`src/rtl/eq_pkg.sv`:
```
// Shared constants for the codec interface: counter geometry, clock tap positions and bit phases.
// Also holds the number of codec settling frames after RSTn rises.
package eq_pkg;
  localparam int              CNT_W          = 11;
  localparam int              MCLK_BIT       = 1;
  localparam int              SCLK_BIT       = 4;
  localparam int              LR_BIT         = 10;
  localparam logic [4:0]      CAP_PHASE      = 5'h0F;
  localparam logic [4:0]      DRV_PHASE      = 5'h1F;
  localparam logic [CNT_W-1:0] CNT_RST       = 11'h400;
  // frames of suppressed valid after the codec leaves reset
  localparam logic [1:0]      STARTUP_FRAMES = 2'd1;
endpackage

```
`src/rtl/codec_intf.sv`:
```
// I2S master for the CS4272: clock generation, SDout deserialization, SDin serialization.
// Received samples and the valid strobe appear one clk after the last right-channel capture.
module codec_intf
  import eq_pkg::*;
#(
  parameter int SAMPLE_W = 16
) (
  input  logic                       clk,
  input  logic                       rst_n,
  input  logic signed [SAMPLE_W-1:0] lft_out,
  input  logic signed [SAMPLE_W-1:0] rht_out,
  input  logic                       SDout,
  output logic signed [SAMPLE_W-1:0] lft_in,
  output logic signed [SAMPLE_W-1:0] rht_in,
  output logic                       valid,
  output logic                       MCLK,
  output logic                       SCLK,
  output logic                       LRCLK,
  output logic                       RSTn,
  output logic                       SDin
);

  localparam logic [4:0]       LAST_SLOT = 5'(SAMPLE_W);
  localparam logic [CNT_W-1:0] LAST_CAP  = CNT_W'(1024 + SAMPLE_W * 32 + 15);

  logic [CNT_W-1:0]           cnt_q, cnt_d;
  logic                       rstn_q, rstn_d;
  logic [1:0]                 frm_q, frm_d;
  logic                       vld_q, vld_d;
  logic                       sdin_q, sdin_d;
  logic signed [SAMPLE_W-1:0] lsh_q, lsh_d, rsh_q, rsh_d;
  logic signed [SAMPLE_W-1:0] lin_q, lin_d, rin_q, rin_d;
  logic signed [SAMPLE_W-1:0] lsd_q, lsd_d, rsd_q, rsd_d;

  logic [4:0]                 slot;
  logic                       cap;
  logic                       vld_hit;
  logic [5:0]                 nxt_hi;
  logic [4:0]                 nslot;
  logic [SAMPLE_W-1:0]        tx_word;
  logic [SAMPLE_W-1:0]        tx_mask;

  always_comb begin
    cnt_d   = cnt_q + 1'b1;
    rstn_d  = rstn_q | (cnt_q == '1);
    frm_d   = frm_q;
    if (rstn_q && (cnt_q == '1) && (frm_q != STARTUP_FRAMES)) begin
      frm_d = frm_q + 2'd1;
    end

    slot  = cnt_q[LR_BIT-1:SCLK_BIT+1];
    cap   = (cnt_q[4:0] == CAP_PHASE) && (slot != 5'd0) && (slot <= LAST_SLOT);
    lsh_d = lsh_q;
    rsh_d = rsh_q;
    if (cap) begin
      if (cnt_q[LR_BIT]) rsh_d = SAMPLE_W'({rsh_q, SDout});
      else               lsh_d = SAMPLE_W'({lsh_q, SDout});
    end

    // strobe is registered off the last right capture so both outputs land together
    vld_hit = (cnt_q == LAST_CAP) && (frm_q == STARTUP_FRAMES);
    vld_d   = vld_hit;
    lin_d   = vld_hit ? lsh_d : lin_q;
    rin_d   = vld_hit ? rsh_d : rin_q;

    lsd_d = vld_q ? lft_out : lsd_q;
    rsd_d = vld_q ? rht_out : rsd_q;

    // SDin is loaded so it shows the next slot's bit from the DRV_PHASE cycle onward
    nxt_hi  = cnt_d[LR_BIT:SCLK_BIT+1] + 6'd1;
    nslot   = nxt_hi[4:0];
    tx_word = nxt_hi[5] ? rsd_q : lsd_q;
    tx_mask = SAMPLE_W'(1) << (LAST_SLOT - nslot);
    sdin_d  = sdin_q;
    if (cnt_d[4:0] == DRV_PHASE) begin
      sdin_d = (nslot != 5'd0) && (nslot <= LAST_SLOT) && (|(tx_word & tx_mask));
    end
  end

  always_ff @(posedge clk) begin
    if (!rst_n) begin
      cnt_q  <= CNT_RST;
      rstn_q <= 1'b0;
      frm_q  <= 2'd0;
      vld_q  <= 1'b0;
      sdin_q <= 1'b0;
      lsh_q  <= '0;
      rsh_q  <= '0;
      lin_q  <= '0;
      rin_q  <= '0;
      lsd_q  <= '0;
      rsd_q  <= '0;
    end else begin
      cnt_q  <= cnt_d;
      rstn_q <= rstn_d;
      frm_q  <= frm_d;
      vld_q  <= vld_d;
      sdin_q <= sdin_d;
      lsh_q  <= lsh_d;
      rsh_q  <= rsh_d;
      lin_q  <= lin_d;
      rin_q  <= rin_d;
      lsd_q  <= lsd_d;
      rsd_q  <= rsd_d;
    end
  end

  assign MCLK   = cnt_q[MCLK_BIT];
  assign SCLK   = cnt_q[SCLK_BIT];
  assign LRCLK  = cnt_q[LR_BIT];
  assign RSTn   = rstn_q;
  assign valid  = vld_q;
  assign SDin   = sdin_q;
  assign lft_in = lin_q;
  assign rht_in = rin_q;

endmodule

```
`config.mk`:
```
export PLATFORM = sky130hd
export DESIGN_NAME = codec_intf
export DESIGN_NICKNAME = d
export VERILOG_FILES = /design/src/rtl/eq_pkg.sv /design/src/rtl/codec_intf.sv
export SDC_FILE = /design/constraint.sdc
export NUM_CORES = 1
export LEC_CHECK = 0
export CAP_MARGIN = 20
export CORE_AREA = 2 2 105 107
export DETAILED_ROUTE_END_ITERATION = 10
export DIE_AREA = 0 0 107 109
export MAX_ROUTING_LAYER = met4
export PLACE_DENSITY_LB_ADDON = 0.25
export REMOVE_ABC_BUFFERS = 1
export SETUP_SLACK_MARGIN = 0.15
export SLEW_MARGIN = 20
export SYNTH_ARGS = -nofsm -noshare
export SYNTH_HDL_FRONTEND = slang
export SYNTH_SLANG_ARGS = --single-unit
```
`constraint.sdc`:
```
create_clock -name clk -period 3.2 [get_ports clk]
set_input_delay 0.32 -clock clk [delete_from_list [all_inputs] [get_ports clk]]
set_output_delay 0.32 -clock clk [all_outputs]
set_load 0.02 [all_outputs]
```
After elaboration in Yosys (flattened, before gate mapping):

Cells that the tools add are included.

* register bits: 112
* input bits: 35
* logic and storage cells: 41

* add/sub/neg operators: 4
* magnitude comparators: 2
* equal/unequal tests: 6
* shift-type cells: 1
* mux-type cells: 5
* bitwise operators: 2
* reduce and logical (&&, ||, !) cells: 10

Operators by type and width (count)
* $mux W16: 5
* $eq A11 B11 Y1 const B: 2
* $and A16 B16 Y16: 1
* $reduce_or A16 Y1: 1
* $shl A1 B5 Y16 const A: 1
* $add A11 B1 Y11 const B: 1
* $le A5 B5 Y1 const B: 2
* $reduce_bool A5 Y1: 2
* $logic_and A1 B1 Y1: 7
* $add A6 B1 Y6 const B: 1
* $eq A5 B4 Y1 const B: 1
* $eq A5 B5 Y1 const B: 1
* $sub A5 B5 Y5 const A: 1
* $add A2 B1 Y2 const B: 1
* $eq A2 B1 Y1 const B: 1
* $ne A2 B1 Y1 const B: 1
* $or A1 B1 Y1: 1

Longest topological paths before layout:

Gate-level depths: netlist of the first run.

* depth in word-level cells: 7
* depth in mapped cells: 17
* gate-level depth less buffers: 15

Least setup slack after synthesis of the first run:

Ideal clock, no wire load.

* path kind: reg-to-reg
* start: reg cnt_q[1]
* end: reg sdin_q (netlist: SDin)
* library setup time: 0.124 ns
* arrival: 3.487 ns
* required time: 3.076 ns
* path slack: -0.410 ns
* stages on the path, launching flop included: 18
* period minus slack after synthesis: 3.610 ns
* cell sequence: dfxtp_1 ha_1 buf_2 nand2_1 nor2_2 xnor2_1 inv_1 ha_1 inv_1 xnor2_1 ha_1 buf_1 mux2_2 a22oi_1 nand2_1 a21oi_1 mux2_1 o41ai_2

* longest elaborated chain between the ends: 7
* elaborated cells on any way between the ends: 12
* classes of those cells: 3 x add/sub; 1 x order compare; 1 x eq/ne; 1 x shift; 1 x mux; 1 x bitwise; 4 x reduce/logical

RTL lines
* start, declared: RTL line codec_intf.sv:26 `logic [CNT_W-1:0] cnt_q, cnt_d;`
* start signal, assigned: RTL line codec_intf.sv:94 `cnt_q <= cnt_d;`
* $add A11 B1 Y11 *: RTL line codec_intf.sv:44 `cnt_d = cnt_q + 1'b1;`
* via cnt_d[6]: RTL line codec_intf.sv:26
* $add A6 B1 Y6 *: RTL line codec_intf.sv:70 `nxt_hi = cnt_d[LR_BIT:SCLK_BIT+1] + 6'd1;`
* $sub A5 B5 Y5: RTL line codec_intf.sv:73 `tx_mask = SAMPLE_W'(1) << (LAST_SLOT - nslot);`
* $shl A1 B5 Y16: RTL line codec_intf.sv:73
* $and A16 B16 Y16: RTL line codec_intf.sv:76 `sdin_d = (nslot != 5'd0) && (nslot <= LAST_SLOT) && (|(tx_word & tx_mask));`
* $reduce_or A16 Y1: RTL line codec_intf.sv:76
* $logic_and A1 B1 Y1 *: RTL line codec_intf.sv:76
* end signal, assigned: RTL line codec_intf.sv:98 `sdin_q <= sdin_d;`
* end, declared: RTL line codec_intf.sv:30 `logic sdin_q, sdin_d;`

Mark *: on every way through the listed nets, which the timed path passes. The rest lies on a longest branch.
A chain may end at the register's enable or synchronous reset.

Worst setup path in the final report of the first run:

* start: reg cnt_q[1]
* end: reg sdin_q (netlist: SDin)

* longest elaborated chain between the ends: 7
* elaborated cells on any way between the ends: 12
* classes of those cells: 3 x add/sub; 1 x order compare; 1 x eq/ne; 1 x shift; 1 x mux; 1 x bitwise; 4 x reduce/logical

RTL lines (RTL line)
* $add A11 B1 Y11 *: codec_intf.sv:44
* $add A6 B1 Y6: codec_intf.sv:70
* $sub A5 B5 Y5: codec_intf.sv:73
* $shl A1 B5 Y16: codec_intf.sv:73
* $and A16 B16 Y16: codec_intf.sv:76
* $reduce_or A16 Y1: codec_intf.sv:76
* $logic_and A1 B1 Y1: codec_intf.sv:76

Mark *: on every way between the ends. The rest lies on a longest branch, timed or not.

==> flow_summary.json, run 1 <==
{
  "leakage_nw": 2.79,
  "drt_iter0_drc": 173,
  "portBuffers": 72,
  "finalWeightedCongestion": 0.890,
  "fin_crit_ns": 2.96,
  "cts_inserted_buffers": 9,
  "drv_cap": 0,
  "worst_pin_slew_ns": 0.591,
  "synth_area_mm2": 0.00503,
  "die_area_mm2": 0.0117,
  "drtPass1Iterations": 4,
  "drcViolationCount": 0,
  "rsz0062_at_grt": "no",
  "timing.final.hold_violations": 0,
  "start_util": 0.475,
  "period_share": 0.925,
  "grtUsageTotal": 0.189,
  "dp_slack_ns": 0.0847,
  "drive_gt1_frac": 0.145,
  "die_y_um": 109,
  "cts_tree": "built",
  "cts_buffer_depth": 2,
  "drt-vias-per-instance": 5.23,
  "finalPower_mw": 2.43,
  "grt_max_degree": 92,
  "fin_area_mm2": 0.00630,
  "power_density_mw_per_mm2": 385,
  "grt_antenna_before_repair": 0,
  "async_reset_ff_frac": 0,
  "vias": 3724,
  "hold_buffers": 0,
  "setup_viol": 0,
  "cp-end-kind": "flop",
  "ys_ff_latch": 112,
  "design.core.area_mm2": 0.0106,
  "first_global_vias": 3517,
  "status": "finished, final reports clean",
  "cts.sinks": 112,
  "synthCells": 488,
  "drt-wirelength-per-cell_um": 14.8,
  "synth-edff-count": 0,
  "globalRouteOverflowTotal": 0,
  "finalWirelength_um": 10500,
  "pin_count": 73,
  "vdd_drop_max_uv": 263,
  "intPower_mw": 1.91,
  "fin_skew_ns": 0.00618,
  "worst_slack_ns": 0.240,
  "ant_nets": 0,
  "synthToLayoutAreaGrowth_pct": 25.1,
  "nets": 613,
  "ys.flop_type": "dfxtp_1",
  "diodes": 0,
  "crit_type": "flop to flop",
  "max_clock_freq_ghz": 0.338,
  "clk_latency_ns": 0.36,
  "dpl_cell_area_mm2": 0.00593,
  "yosysSeqAreaShare": 0.445,
  "hpwl_um": 7150,
  "crit_path_start_kind": "flop",
  "grt_pass1_wl_um": 17100,
  "p_clk_frac": 0.379,
  "seq_power_share": 0.576,
  "required_ns": 3.45,
  "worstPathMaxFanout": 5,
  "power.share.combinational": 0.044,
  "switching_share": 0.214,
  "slew-limit-headroom": 0.606,
  "hp-class": "primary input to flop",
  "rows": 38,
  "ys_warn_count": 0,
  "cp.arrival_ns": 3.21,
  "syn_area_per_cell_um2": 10.3,
  "yosys.cell_types.count": 58,
  "p_sw_uw": 518,
  "drv_slew": 0,
  "clk_pin_slew_worst_paths_ns": 0.10,
  "cts_root_buf": "clkbuf_8",
  "chipWidth_um": 107,
  "h-tree-depth": 3
}
==> worst paths after layout <==
path | startpoint | endpoint | slack (ns) | cells past startpoint
max | cnt_q[1] | SDin | 0.24 | 13
min | rst_n | cnt_q[10] | 0.36 | 2
max reg2reg | cnt_q[1] | SDin | 0.24 | 13
min reg2reg | RSTn | RSTn | 0.50 | 1
==> through the flow <==
| stage | std cells | TNS [ns] | utilization | hold slack [ns] |
|---|---|---|---|---|
| 2_1_floorplan | 454 | -13.40 | - | 0.393 |
| 3_3_place_gp | 686 | 0 | 0.559 | 0.475 |
| 3_5_place_dp | 686 | 0 | 0.559 | 0.478 |
| 4_1_cts | 702 | 0 | 0.582 | 0.338 |
| 5_1_grt | 712 | 0 | 0.594 | 0.364 |
| 6_report | 712 | 0 | 0.594 | 0.360 |
==> power by group through the flow <==
stage,logic (mW),registers (mW),clock network (mW)
6_report,0.108,1.40,0.921
5_1_grt,0.116,1.40,1.00
4_1_cts,0.103,1.40,0.945
3_5_place_dp,0.102,1.43,0
3_3_place_gp,0.101,1.43,0
2_1_floorplan,0.0229,1.44,0
==> synth_stat cells, drive strengths merged, types with 2 or more instances <==
master     n  share of area
nor2b     68          0.084
nor3       2         0.0020
xnor2      8          0.014
xor2       4         0.0070
and3       5         0.0065
or3        2         0.0025
a222oi     2         0.0040
nand2     44          0.033
clkbuf    16          0.012
a31oi      2         0.0025
dfxtp    112           0.45
o211ai     3         0.0045
ha        11          0.027
a2111oi    2         0.0072
buf       17          0.020
nand3      8         0.0099
mux2i     65           0.13
o22ai      2         0.0025
o2111ai    2         0.0035
and3b      2         0.0035
o211a     33          0.066
mux2       5          0.011
nand2b     3         0.0037
nand3b     2         0.0030
a21oi      4         0.0040
o311ai     2         0.0035
a22oi      2         0.0030
and2       9          0.012
nand4b     2         0.0035
nor2       3         0.0027
nand4      7         0.0099
o21ai      6         0.0060
inv       10         0.0075
a21boi     3         0.0045
a221oi     8          0.014
==> sequential cells by signal, summed over array words and instances, names as in the netlist <==
| name | cells |
|---|---|
| lft_in | 16 |
| lsd_q | 16 |
| lsh_q | 16 |
| rht_in | 16 |
| rsd_q | 16 |
| rsh_q | 16 |
| cnt_q | 11 |
| frm_q | 2 |
| RSTn | 1 |
| SDin | 1 |
| valid | 1 |
==> per-layer routing <==
layer	GRT usage	share of wire	up-vias
li1	-	-	1883
met1	0.248	0.47	1727
met2	0.290	0.46	98
met3	0.0448	0.046	16
met4	0.0575	0.018	0
met5	-	0	-
==> cell families after synthesis <==
family	after synthesis	share of synthesized area
simple gates	162	0.185
fa+ha+maj	11	0.0273
buf+inv	44	0.0410
flops	112	0.445
mux	70	0.140
compound gates	77	0.140
xor+xnor	12	0.0209
==> repair_timing <==
| action | 4_1_cts | 5_1_grt |
|---|---|---|
| endpoints found under the setup margin | 1 | 1 |
| gates resized for setup | 7 | 21 |
| endpoints found under the hold margin | 0 | 0 |
| pin swaps | 1 | 5 |
| buffers inserted | 0 | 10 |
==> layout by cell type (no fill, tap or decap), types with 6 or more instances in the layout <==
cell type / n
dfxtp_1: 106
clkdlybuf4s50_1: 71
nor2b_1: 68
mux2i_1: 65
nand2_1: 44
o211a_1: 33
buf_4: 29
clkbuf_8: 9
inv_1: 8
a221oi_1: 8
ha_1: 8
and2_1: 7
nand4_1: 6
nand3_1: 6
xnor2_1: 6
==> final cells by class <==
cell class / instances / area, µm²
fillers: 905 / 4300
repair buffers: 102 / 953
clock inverters: 6 / 91.3
well taps: 140 / 175
multi-input cells: 332 / 2650
flip-flops and latches: 112 / 2260
clock buffers: 10 / 128
inverters: 10 / 37.5
==> worst max-delay path: stages, from the launching register on <==
cell	delay, ns
dfxtp_4	0.36
buf_4	0.13
buf_4	0.15
and3_2	0.25
nand3_1	0.15
and2_1	0.31
xnor2_2	0.15
ha_4	0.31
mux2_2	0.33
a222oi_1	0.29
nand2_1	0.10
a21oi_2	0.11
mux2_4	0.16
o41ai_2	0.06
No activity file was read; power rests on OpenSTA's default activity.
==> run 2, diff against run 1 <==
--- a/config.mk
+++ b/config.mk
@@ -6,9 +6,11 @@
 export NUM_CORES = 1
 export LEC_CHECK = 0
 export CAP_MARGIN = 20
-export CORE_AREA = 2 2 105 107
+export CELL_PAD_IN_SITES_DETAIL_PLACEMENT = 2
+export CELL_PAD_IN_SITES_GLOBAL_PLACEMENT = 2
+export CORE_AREA = 2 2 123 125
 export DETAILED_ROUTE_END_ITERATION = 10
-export DIE_AREA = 0 0 107 109
+export DIE_AREA = 0 0 125 127
 export MAX_ROUTING_LAYER = met4
 export PLACE_DENSITY_LB_ADDON = 0.25
 export REMOVE_ABC_BUFFERS = 1
==> constraint.sdc (replaced) <==
create_clock -name clk -period 3.22 [get_ports clk]
set_input_delay 0.322 -clock clk [delete_from_list [all_inputs] [get_ports clk]]
set_output_delay 0.322 -clock clk [all_outputs]
set_load 0.02 [all_outputs]
==> run 2 against run 1 <==
  * Sequential power about the same
  * Final cell count rose by 6.6%
  * Register-to-register slack better by 0.05 ns
  * Flip-flop and latch count did not move
  * Largest cell class unchanged
==> flow_summary.json, run 2 (synthesized netlist as in run 1, its figures left out) <==
{
  "hp-class": "primary input to flop",
  "design.core.area_mm2": 0.0144,
  "cts_inserted_buffers": 9,
  "rsz0062_at_grt": "no",
  "first_global_vias": 4198,
  "vdd_drop_max_uv": 285,
  "drive_gt1_frac": 0.162,
  "timing.final.hold_violations": 0,
  "chipWidth_um": 125,
  "fin_area_mm2": 0.00655,
  "leakage_nw": 2.85,
  "crit_type": "flop to flop",
  "clk_latency_ns": 0.36,
  "vias": 3868,
  "hpwl_um": 9120,
  "grt_max_degree": 62,
  "dpl_cell_area_mm2": 0.00601,
  "final_cell_mix": "dfxtp_1, clkdlybuf4s50_1, nor2b_1",
  "drt-wirelength-per-cell_um": 18.0,
  "crit_path_start_kind": "flop",
  "globalRouteOverflowTotal": 0,
  "clk_pin_slew_worst_paths_ns": 0.07,
  "worstPathMaxFanout": 6,
  "die_area_mm2": 0.0159,
  "synthToLayoutAreaGrowth_pct": 30.1,
  "pin_count": 73,
  "r2r_cells": 11,
  "cts_root_buf": "clkbuf_16",
  "finalWeightedCongestion": 0.840,
  "grt_antenna_before_repair": 0,
  "drcViolationCount": 0,
  "finalWirelength_um": 13700,
  "required_ns": 3.49,
  "die_y_um": 127,
  "cts_tree": "built",
  "final_common_cell": "dfxtp_1",
  "cts.sinks": 112,
  "ant_nets": 0,
  "drtPass1Iterations": 5,
  "hold_buffers": 0,
  "cts_buffer_depth": 2,
  "drv_slew": 0,
  "grtUsageTotal": 0.172,
  "cp-end-kind": "flop",
  "max_clock_freq_ghz": 0.342,
  "drt_iter0_drc": 85,
  "period_share": 0.908,
  "hold_depth": 3,
  "portBuffers": 72,
  "start_util": 0.349,
  "status": "finished, final reports clean",
  "power_density_mw_per_mm2": 410,
  "nets": 616,
  "utilization": 0.454,
  "drv_cap": 0,
  "diodes": 0,
  "cp.arrival_ns": 3.19,
  "grt_pass1_wl_um": 21500,
  "drt-vias-per-instance": 5.10,
  "rows": 44,
  "fin_crit_ns": 2.93,
  "fin_skew_ns": 0.0109,
  "setup_viol": 0,
  "slew-limit-headroom": 0.637,
  "h-tree-depth": 3,
  "worst_pin_slew_ns": 0.544
}
## run 2: area by class of cell
class                           count  area [µm²]
Tap cell                          184         230
Multi-Input combinational cell    332        2730
Clock inverter                      4        57.6
Inverter                           10        42.5
Fill cell                        1513        7870
Sequential cell                   112        2260
Clock buffer                       12         256
Timing Repair Buffer              105         976
## run 2: per-stage QoR
| step | total power, mW | TNS, ns | worst slack [ns] | cells | hold WS [ns] |
|---|---|---|---|---|---|
| 2_1_floorplan | 1.45 | -12.72 | -0.426 | 454 | 0.395 |
| 3_3_place_gp | 1.52 | 0 | 0.0691 | 734 | 0.472 |
| 3_5_place_dp | 1.53 | -0.107 | -0.107 | 734 | 0.489 |
| 4_1_cts | 2.72 | 0 | 0.156 | 751 | 0.369 |
| 5_1_grt | 2.80 | 0 | 0.0799 | 759 | 0.385 |
| 6_report | 2.68 | 0 | 0.295 | 759 | 0.380 |
## run 2: final timing paths
path	from	end	slack, ns
setup / recovery	cnt_q[0]	SDin	0.29
hold / removal	rst_n	SDin	0.38
setup reg to reg	cnt_q[0]	SDin	0.29
hold reg to reg	rht_in[2]	rht_in[2]	0.50
## run 2: routing by layer
metal	vias up	wire length (µm)	track usage
li1	1875	-	-
met1	1914	5920	0.204
met2	68	7040	0.293
met3	11	514	0.0519
met4	0	200	0.0314
met5	-	0	-
## run 2: power by group
group          internal (mW)  leakage, nW  total, mW  switching, mW
clock                  0.655        0.151       1.19          0.530
sequential              1.39        0.906       1.39        0.00662
combinational         0.0650         1.80      0.106         0.0413
## run 2: critical path, stage by stage, from the launching register on
cell and delay [ns]:
dfxtp_4 0.40, nand3_4 0.08, or3_4 0.34, and2_4 0.18, buf_4 0.17, ha_4 0.26
or3_1 0.37, o211ai_1 0.12, o22ai_2 0.11, a32oi_4 0.29, mux2_4 0.34, o41ai_2 0.18
## run 2: what timing repair did
action / 4_1_cts / 5_1_grt
setup buffers: 1 / 8
setup endpoints to repair: 1 / 1
resized for setup: 13 / 27
pin swaps: 3 / 11
